`src/rtl/mem_seq_pkg.sv`:
```
// ============================================================================
//  Module      : mem_seq_pkg
//  Description : Shared types and constants for the memory access sequencer.
//  Revision    : 1.0 - initial release
// ============================================================================
`default_nettype none

package mem_seq_pkg;

  typedef enum logic [1:0] {
    IDLE  = 2'd0,
    WRITE = 2'd1,
    READ  = 2'd2,
    RESP  = 2'd3
  } state_e;

  localparam logic SIZE_BYTE  = 1'b0;
  localparam logic SIZE_WORD  = 1'b1;
  localparam int   WORD_BYTES = 4;

  // Big-endian byte lane: index 0 is the most significant byte.
  function automatic logic [7:0] word_byte(input logic [31:0] data, input logic [1:0] idx);
    return data[31 - 8*int'(idx) -: 8];
  endfunction

endpackage

`default_nettype wire

```
`src/rtl/mem_access_sequencer.sv`:
```
// ============================================================================
//  Module      : mem_access_sequencer
//  Description : Serialises word/byte stores into big-endian byte writes and
//                captures word loads from the image data memory.
//  Revision    : 1.0 - initial release
// ============================================================================
`default_nettype none

module mem_access_sequencer
  import mem_seq_pkg::*;
#(
  parameter int ADDR_W = 32
) (
  input  logic              clk,
  input  logic              rst_n,
  input  logic              req_valid,
  output logic              req_ready,
  input  logic              req_write,
  input  logic              req_size,
  input  logic [ADDR_W-1:0] req_addr,
  input  logic [31:0]       req_wdata,
  output logic              rsp_valid,
  input  logic              rsp_ready,
  output logic [31:0]       rsp_rdata,
  output logic [ADDR_W-1:0] mem_a,
  output logic [7:0]        mem_din,
  output logic              mem_we_n,
  input  logic [31:0]       mem_do
);

  localparam logic [1:0] LAST_IDX = 2'(WORD_BYTES - 1);

  state_e            r_state, w_state_nxt;
  logic [1:0]        r_cnt, w_cnt_nxt;
  logic [ADDR_W-1:0] r_base, w_base_nxt;
  logic [31:0]       r_wdata, w_wdata_nxt;
  logic              r_size, w_size_nxt;
  logic [ADDR_W-1:0] r_mem_a, w_mem_a_nxt;
  logic [7:0]        r_mem_din, w_mem_din_nxt;
  logic              r_mem_we_n, w_mem_we_n_nxt;
  logic [31:0]       r_rdata, w_rdata_nxt;
  logic [1:0]        w_cnt_inc;
  logic              w_last;

  assign w_cnt_inc = r_cnt + 2'd1;
  assign w_last    = (r_size == SIZE_BYTE) || (r_cnt == LAST_IDX);

  always_ff @(posedge clk or negedge rst_n) begin
    if (!rst_n) begin
      r_state    <= IDLE;
      r_cnt      <= 2'd0;
      r_base     <= '0;
      r_wdata    <= 32'd0;
      r_size     <= SIZE_BYTE;
      r_mem_a    <= '0;
      r_mem_din  <= 8'd0;
      r_mem_we_n <= 1'b1;
      r_rdata    <= 32'd0;
    end else begin
      r_state    <= w_state_nxt;
      r_cnt      <= w_cnt_nxt;
      r_base     <= w_base_nxt;
      r_wdata    <= w_wdata_nxt;
      r_size     <= w_size_nxt;
      r_mem_a    <= w_mem_a_nxt;
      r_mem_din  <= w_mem_din_nxt;
      r_mem_we_n <= w_mem_we_n_nxt;
      r_rdata    <= w_rdata_nxt;
    end
  end

  always_comb begin
    w_state_nxt = r_state;
    case (r_state)
      IDLE:    if (req_valid) w_state_nxt = req_write ? WRITE : READ;
      WRITE:   if (w_last) w_state_nxt = RESP;
      READ:    w_state_nxt = RESP;
      RESP:    if (rsp_ready) w_state_nxt = IDLE;
      default: w_state_nxt = IDLE;
    endcase
  end

  // Memory-side values are computed here one cycle ahead so the pins are flops.
  always_comb begin
    w_cnt_nxt      = r_cnt;
    w_base_nxt     = r_base;
    w_wdata_nxt    = r_wdata;
    w_size_nxt     = r_size;
    w_mem_a_nxt    = r_mem_a;
    w_mem_din_nxt  = r_mem_din;
    w_mem_we_n_nxt = 1'b1;
    w_rdata_nxt    = r_rdata;
    case (r_state)
      IDLE: begin
        if (req_valid) begin
          w_base_nxt  = req_addr;
          w_wdata_nxt = req_wdata;
          w_size_nxt  = req_size;
          w_cnt_nxt   = 2'd0;
          w_mem_a_nxt = req_addr;
          if (req_write) begin
            w_mem_din_nxt  = (req_size == SIZE_WORD) ? word_byte(req_wdata, 2'd0)
                                                     : req_wdata[7:0];
            w_mem_we_n_nxt = 1'b0;
          end
        end
      end
      WRITE: begin
        if (w_last) begin
          w_rdata_nxt = 32'd0;
        end else begin
          w_cnt_nxt      = w_cnt_inc;
          w_mem_a_nxt    = r_base + ADDR_W'(w_cnt_inc);
          w_mem_din_nxt  = word_byte(r_wdata, w_cnt_inc);
          w_mem_we_n_nxt = 1'b0;
        end
      end
      READ:    w_rdata_nxt = mem_do;
      default: ;
    endcase
  end

  always_comb begin
    req_ready = (r_state == IDLE);
    rsp_valid = (r_state == RESP);
    rsp_rdata = r_rdata;
    mem_a     = r_mem_a;
    mem_din   = r_mem_din;
    mem_we_n  = r_mem_we_n;
  end

endmodule

`default_nettype wire

```
`config.mk`:
```
export PLATFORM = sky130hd
export DESIGN_NAME = mem_access_sequencer
export DESIGN_NICKNAME = d
export VERILOG_FILES = /design/src/rtl/mem_seq_pkg.sv /design/src/rtl/mem_access_sequencer.sv
export SDC_FILE = /design/constraint.sdc
export NUM_CORES = 1
export LEC_CHECK = 0
export ABC_AREA = 0
export CELL_PAD_IN_SITES_DETAIL_PLACEMENT = 1
export CELL_PAD_IN_SITES_GLOBAL_PLACEMENT = 1
export CORE_MARGIN = 2
export CORE_UTILIZATION = 34
export CTS_BUF_LIST = sky130_fd_sc_hd__clkbuf_4 sky130_fd_sc_hd__clkbuf_8 sky130_fd_sc_hd__clkbuf_16
export DETAILED_ROUTE_END_ITERATION = 12
export PLACE_DENSITY_LB_ADDON = 0.2
export SYNTH_ARGS = -nofsm -noshare
export SYNTH_HDL_FRONTEND = slang
export SYNTH_SLANG_ARGS = --single-unit
```
`constraint.sdc`:
```
create_clock -name clk -period 2.4 [get_ports clk]
set_input_delay 0.6 -clock clk [delete_from_list [all_inputs] [get_ports clk]]
set_output_delay 0.6 -clock clk [all_outputs]
set_load 0.03 [all_outputs]
```
==> run_results.csv, run 1 <==
group,metric,value,unit
sta,fmax,0.4327,GHz
yosys,synth_area_leaders,"dfrtp_1 (53%), mux2_2 (11%), a22o_1 (4.2%)",
pwr,pwr-share-clk,20.3,%
critical_path,cp-end-kind,"output pin",
run_status,status,"completed",
route,dr.pass1.iters,5,
critical_path,start_kind,"register",
floorplan,start_util,34.91,%
critical_path,reg2reg_to,"mem_a[28]",
final_layout,nNetsFinal,843,
floorplan,ios,177,
yosys,syn_inst,551,
critical_path,worst-path-buf-inv,1,
floorplan,rows,50,
sta,slew_headroom,40.53,%
sta,hold_viol_final,0,
yosys,netlist_area,6596,µm²
placement,dp_slack,-0.04089,ns
yosys,synth_edf_count,0,
clock_tree,clkTransAtPathRegs,0.06,ns
pwr,internal-power,8456,µW
pwr,pwr-share-comb,47.6,%
clock_tree,numCtsBuffers,17,
pwr,leakage,0.003871,µW
yosys,async_reset_ff_share,100.0,%
critical_path,r2r_slack,0.15,ns
critical_path,crit_type,"register to output pin",
pwr,seq_power_share,32.1,%
global_route,grt_max_degree,46,
critical_path,critPathMaxFanout,4,
yosys,ys_seq_elements,142,
sta,drv_slew,0,
critical_path,worstPathArrival,1.71,ns
floorplan,die_x,143.3,µm
placement,dpl.hpwl,13100,µm
global_route,grt_usage,19.06,%
yosys,avgSynthCellArea,11.97,µm²
final_layout,synthToLayoutAreaGrowth,43.68,%
floorplan,die_height,143.3,µm
sta,layout_setup_ws,0.08875,ns
clock_tree,clock_sink_count,142,
floorplan,dieArea,20530,µm²
critical_path,max_stage_delay,0.70,ns
floorplan,core_area,18890,µm²
global_route,antenna_found_initial,0,
clock_tree,clk_path_buf_depth,2,
critical_path,cp.depth,2,
yosys,yosysTopAreaCell,"dfrtp_1",
clock_tree,cts_tree,"done",
pwr,peakVddDrop,0.6139,mV
final_layout,drive_gt1_share,19.84,%
pwr,p_switching,5484,µW
clock_tree,htree_levels,4,
placement,numPortBuffers,176,
sta,period_share,96.30,%
critical_path,cpLargestDelayFamily,"buffers and inverters",
route,drt_wl_total,19020,µm
pwr,power_density,1471,nW/µm²
critical_path,crit_path_top_delay_cell,"clkdlybuf4s50_1",
global_route,grt.overflow.total,0,
final_layout,final_util,50.17,%
pwr,sw_frac_of_total,39.34,%
yosys,yosysWarnings,0,
yosys,ys_seq_area_share,53.89,%
route,drcViolationCount,0,
yosys,synth_nets,661,
sta,clock-skew-final,0.008585,ns
critical_path,reg2regPathDepth,8,
critical_path,critPathCapture,"rsp_valid",
route,detail_route.iter0.violations,178,
clock_tree,cts-root-buf,"clkbuf_16",
sta,finalSetupViolCount,0,
route,post_drt_via_cell_ratio,5.076,
min_path,hp-class,"primary input to async pin",
run,maxCapViolCount,0,
sta,worst_slew_pin_slew,0.8887,ns
final_layout,antennaDiodeCount,0,
route,ant_nets,0,
clock_tree,worst_skew_pair.late_latency,0.42,ns
yosys,synthDominantCellAreaShare,53.49,%
critical_path,critPathLaunch,"r_state[0]",
global_route,grt_pass1_wl,30220,µm
route,vias,5106,
yosys,synth_ff_type,"dfrtp_1",
placement,globalplace.congestion,0.7616,
yosys,yosys.cell_types.count,42,
sta,rsz0062_at_grt,"yes",
critical_path,r2r_start,"r_cnt[0]",
route,wl_per_cell,18.90,µm
sta,fin_crit,2.311,ns
critical_path,worst-endpoint-required,1.80,ns
critical_path,path_cells,"ha_1 -> clkdlybuf4s50_1",
global_route,first_global_vias,5600,
==> registers in the layout (all words and copies together), names as in the netlist <==
name / count
mem_a: 32
r_base: 32
r_wdata: 32
rsp_rdata: 32
mem_din: 8
r_cnt: 2
r_state: 2
mem_we_n: 1
r_size: 1
==> layout by cell type, fill, tap and decap left out, types with 6 or more instances in the layout <==
master | netlist | routed
nand2_1 | 37 | 36
mux2i_1 | 15 | 15
o21ai_0 | 43 | 43
mux4_2 | 8 | 8
a21oi_1 | 29 | 29
xnor2_1 | 27 | 27
mux2_2 | 66 | 66
ha_1 | 7 | 6
inv_1 | 9 | 9
and3_1 | 8 | 8
clkbuf_16 | 0 | 17
buf_12 | 0 | 6
clkdlybuf4s50_1 | 0 | 174
dfrtp_1 | 141 | 141
buf_4 | 0 | 17
a22o_1 | 32 | 32
nor2_1 | 11 | 11
nand3_1 | 9 | 9
nor3b_1 | 21 | 21
==> layout make-up <==
class,instances,area (µm²)
inverters,9,33.78
multi-input cells,364,2928
well taps,260,325.3
flip-flops and latches,142,3555
clock inverters,9,131.4
clock buffers,23,495.5
repair buffers,199,2009
fillers,1946,9415
==> cells by family after synthesis <==
family                     share of synthesized area, %
AOI/OAI and AO/OA                                 10.96
and+or+nand+nor                                   10.68
buffers and inverters                             2.712
DFF                                               53.89
adders and majority gates                         1.631
xor gates and xnor gates                          3.851
muxes                                             16.27
==> metal layers <==
layer / track usage [%] / wire, µm / vias to the layer above / share of wire [%]
met1: 25.33 / 8628 / 2606 / 45
met2: 31.50 / 9239 / 133 / 49
met5: 0 / 0 / - / 0
met3: 4.561 / 980 / 13 / 5.2
met4: 4.644 / 167 / 0 / 0.88
li1: - / - / 2354 / -
==> cells in the mapped netlist, types with 8 or more instances <==
library cell	number
a21oi_1	29
and3_1	8
nand2_1	37
o21ai_0	43
inv_1	9
mux2_2	66
clkbuf_1	30
mux2i_1	15
nor2_1	11
nand3_1	9
a22o_1	32
mux4_2	8
nor3b_1	21
xnor2_1	27
dfrtp_1	141
==> per-stage QoR <==
step	cell area [µm²]	hold slack (ns)	setup TNS (ns)	cells	total power, µW
finish	9478	0.04863	0	1006	13940
global route	9478	0.05251	-0.05137	1006	14860
CTS	9427	0.04247	0	1004	14050
detailed placement	8800	0.4780	-0.7112	972	11160
global placement	8800	0.4644	0	972	10870
floorplan	6596	0.3044	0	551	8525
==> power by group through the flow <==
stage / registers, µW / clock network [µW] / logic, µW
floorplan: 5360 / 0 / 3160
global placement: 4430 / 0 / 6440
detailed placement: 4500 / 0 / 6650
CTS: 4480 / 2890 / 6690
global route: 4650 / 3000 / 7210
finish: 4470 / 2830 / 6640
==> repair_timing <==
action	4_1_cts	5_1_grt
hold endpoints to repair	0	0
pin swaps	0	1
hold buffers	0	0
gates resized for setup	2	6
buffers inserted	0	2
endpoints found under the setup margin	33	31
==> worst min-delay path by stage <==
stage                             end  cells past startpoint  startpoint
after floorplan              mem_a[0]                      0       rst_n
after global placement     mem_din[0]                      2  mem_din[0]
after detailed placement   mem_din[0]                      2  mem_din[0]
after CTS                 r_wdata[22]                      1       rst_n
after global routing      r_wdata[22]                      1       rst_n
final                     r_wdata[22]                      1       rst_n
Power figures use the tool's default switching activity.
==> run 2: changes to the inputs <==
--- a/config.mk
+++ b/config.mk
@@ -13,6 +13,7 @@
 export CTS_BUF_LIST = sky130_fd_sc_hd__clkbuf_4 sky130_fd_sc_hd__clkbuf_8 sky130_fd_sc_hd__clkbuf_16
 export DETAILED_ROUTE_END_ITERATION = 12
 export PLACE_DENSITY_LB_ADDON = 0.2
+export SETUP_SLACK_MARGIN = 0.1
 export SYNTH_ARGS = -nofsm -noshare
 export SYNTH_HDL_FRONTEND = slang
 export SYNTH_SLANG_ARGS = --single-unit
==> run 2 against run 1 <==
Sequential share of layout area is 0.18 points higher. First-iteration DRC count is 38% lower. Register-to-register slack better by 0.08 ns. Critical path depth is 1 lower. Largest cell class unchanged. Critical endpoint is now mem_we_n. Non-clock buffer count is 6 lower. Largest power group unchanged.
==> run_results.csv, run 2 (synthesized netlist as in run 1, its figures left out) <==
group,metric,value,unit
critical_path,path_cells,"clkdlybuf4s50_1",
pwr,sw_frac_of_total,39.41,%
final_layout,fin_cells,1000,
final_layout,final_cell_mix,"clkdlybuf4s50_1 (173), dfrtp_1 (140), mux2_2 (66), o21ai_0 (42), nand2_1 (36)",
route,wl_per_cell,18.58,µm
floorplan,die_height,143.3,µm
sta,worst_slew_pin_slew,0.8708,ns
sta,drv_slew,0,
critical_path,cp.depth,1,
pwr,peakVddDrop,0.5894,mV
floorplan,core_area,18890,µm²
critical_path,crit_path_top_delay_cell,"clkdlybuf4s50_1",
clock_tree,postCtsSetupBuffers,0,
critical_path,critPathMaxFanout,1,
route,post_drt_via_cell_ratio,5.069,
clock_tree,numCtsBuffers,17,
global_route,grt.overflow.total,0,
sta,layout_setup_ws,0.2148,ns
route,ant_nets,0,
pwr,power_density,1463,nW/µm²
pwr,internal-power,8364,µW
final_layout,num-fill-cells,1981,
global_route,antenna_found_initial,1,
global_route,grt_pass1_wl,30510,µm
critical_path,worstPathArrival,1.59,ns
floorplan,ios,177,
route,dr.pass1.iters,4,
clock_tree,worst_skew_pair.late_latency,0.41,ns
global_route,grt_max_degree,64,
final_layout,multiInputGateArea,2948,µm²
critical_path,cpLargestDelayFamily,"buffers and inverters",
pwr,pwr-share-comb,47.7,%
critical_path,crit_type,"register to output pin",
floorplan,die_x,143.3,µm
sta,rsz0062_at_grt,"no",
route,vias,5069,
critical_path,worst-path-buf-inv,1,
pwr,pwr-share-clk,19.7,%
sta,clock-skew-final,0.008673,ns
critical_path,reg2regPathDepth,7,
clock_tree,clock_sink_count,142,
clock_tree,htree_levels,4,
sta,fin_tns_setup,0,ns
clock_tree,clkTransAtPathRegs,0.06,ns
final_layout,final_cell_area,9435,µm²
floorplan,start_util,34.91,%
placement,dp.cells,968,
floorplan,dieArea,20530,µm²
pwr,seq_power_share,32.5,%
placement,place_area,8770,µm²
critical_path,start_kind,"register",
sta,finalSetupViolCount,0,
final_layout,seqCellArea,3556,µm²
sta,hold_viol_final,0,
sta,period_share,91.05,%
placement,globalplace.congestion,0.7419,
route,drcViolationCount,0,
pwr,leakage,0.003839,µW
route,drt_wl_total,18580,µm
critical_path,max_stage_delay,0.66,ns
clock_tree,clk_path_buf_depth,2,
placement,dpl.hpwl,12640,µm
clock_tree,cts-root-buf,"clkbuf_16",
final_layout,antennaDiodeCount,0,
floorplan,rows,50,
final_layout,drive_gt1_share,19.86,%
final_layout,nNetsFinal,837,
final_layout,layout_commonest_cell,"clkdlybuf4s50_1",
clock_tree,cts_tree,"done",
global_route,first_global_vias,5772,
sta,fmax,0.4576,GHz
sta,slew_headroom,41.73,%
critical_path,cp-end-kind,"output pin",
run,maxCapViolCount,0,
min_path,hp-class,"primary input to async pin",
run_status,status,"completed",
final_layout,synthToLayoutAreaGrowth,43.04,%
placement,dp_slack,0.03758,ns
placement,numPortBuffers,176,
sta,fin_crit,2.185,ns
critical_path,worst-endpoint-required,1.80,ns
global_route,grt_usage,18.98,%
clock_tree,cts-hold-fix-buffers,0,
pwr,p_switching,5441,µW
route,detail_route.iter0.violations,110,
-- run 2: worst paths after layout --
kind,start,end,slack (ns)
setup / recovery,mem_we_n,mem_we_n,0.21
hold / removal,rst_n,r_wdata[29],0.13
setup reg to reg,r_cnt[0],mem_a[22],0.23
hold reg to reg,mem_a[2],mem_a[2],0.49
max in group asynchronous,rst_n,r_base[28],1.60
min in group clk,mem_a[2],mem_a[2],0.49
-- run 2: worst register-to-register path: stages, from the launching register on --
cell,delay [ns]
dfrtp_2,0.44
ha_4,0.29
fa_2,0.22
and4_4,0.25
nand4_1,0.17
o21ai_0,0.27
a31oi_2,0.13
mux2_2,0.29
-- run 2: per-layer routing --
| metal | vias up | global-route usage, % | part of all wire, % |
|---|---|---|---|
| li1 | 2349 | - | - |
| met1 | 2571 | 23.45 | 43 |
| met2 | 133 | 32.99 | 50 |
| met3 | 14 | 5.131 | 5.7 |
| met4 | 2 | 4.799 | 0.97 |
| met5 | - | 0 | 0.070 |
-- run 2: layout make-up --
type	count	area share, %
clock buffers	22	5.039
clock inverters	10	1.459
well taps	260	3.448
flip-flops and latches	142	37.69
repair buffers	193	20.77
inverters	9	0.3580
multi-input cells	364	31.24
-- run 2: repair_timing --
action | 4_1_cts | 5_1_grt
pin swaps | 1 | 0
setup endpoints to repair | 42 | 25
gates resized for setup | 6 | 11
-- run 2: metrics by stage --
step / hold slack [ns] / total power (µW) / utilization (%)
floorplan: 0.3044 / 8525 / -
global placement: 0.4635 / 10830 / 46.42
detailed placement: 0.4775 / 11100 / 46.42
CTS: 0.1263 / 13950 / 49.73
global route: 0.1298 / 14750 / 49.94
finish: 0.1307 / 13810 / 49.94
-- run 2: power by group through the flow --
stage	clock [µW]	sequential, µW	combinational (µW)
floorplan	0	5360	3160
global placement	0	4430	6400
detailed placement	0	4510	6590
CTS	2800	4500	6650
global route	2900	4670	7180
finish	2720	4490	6590
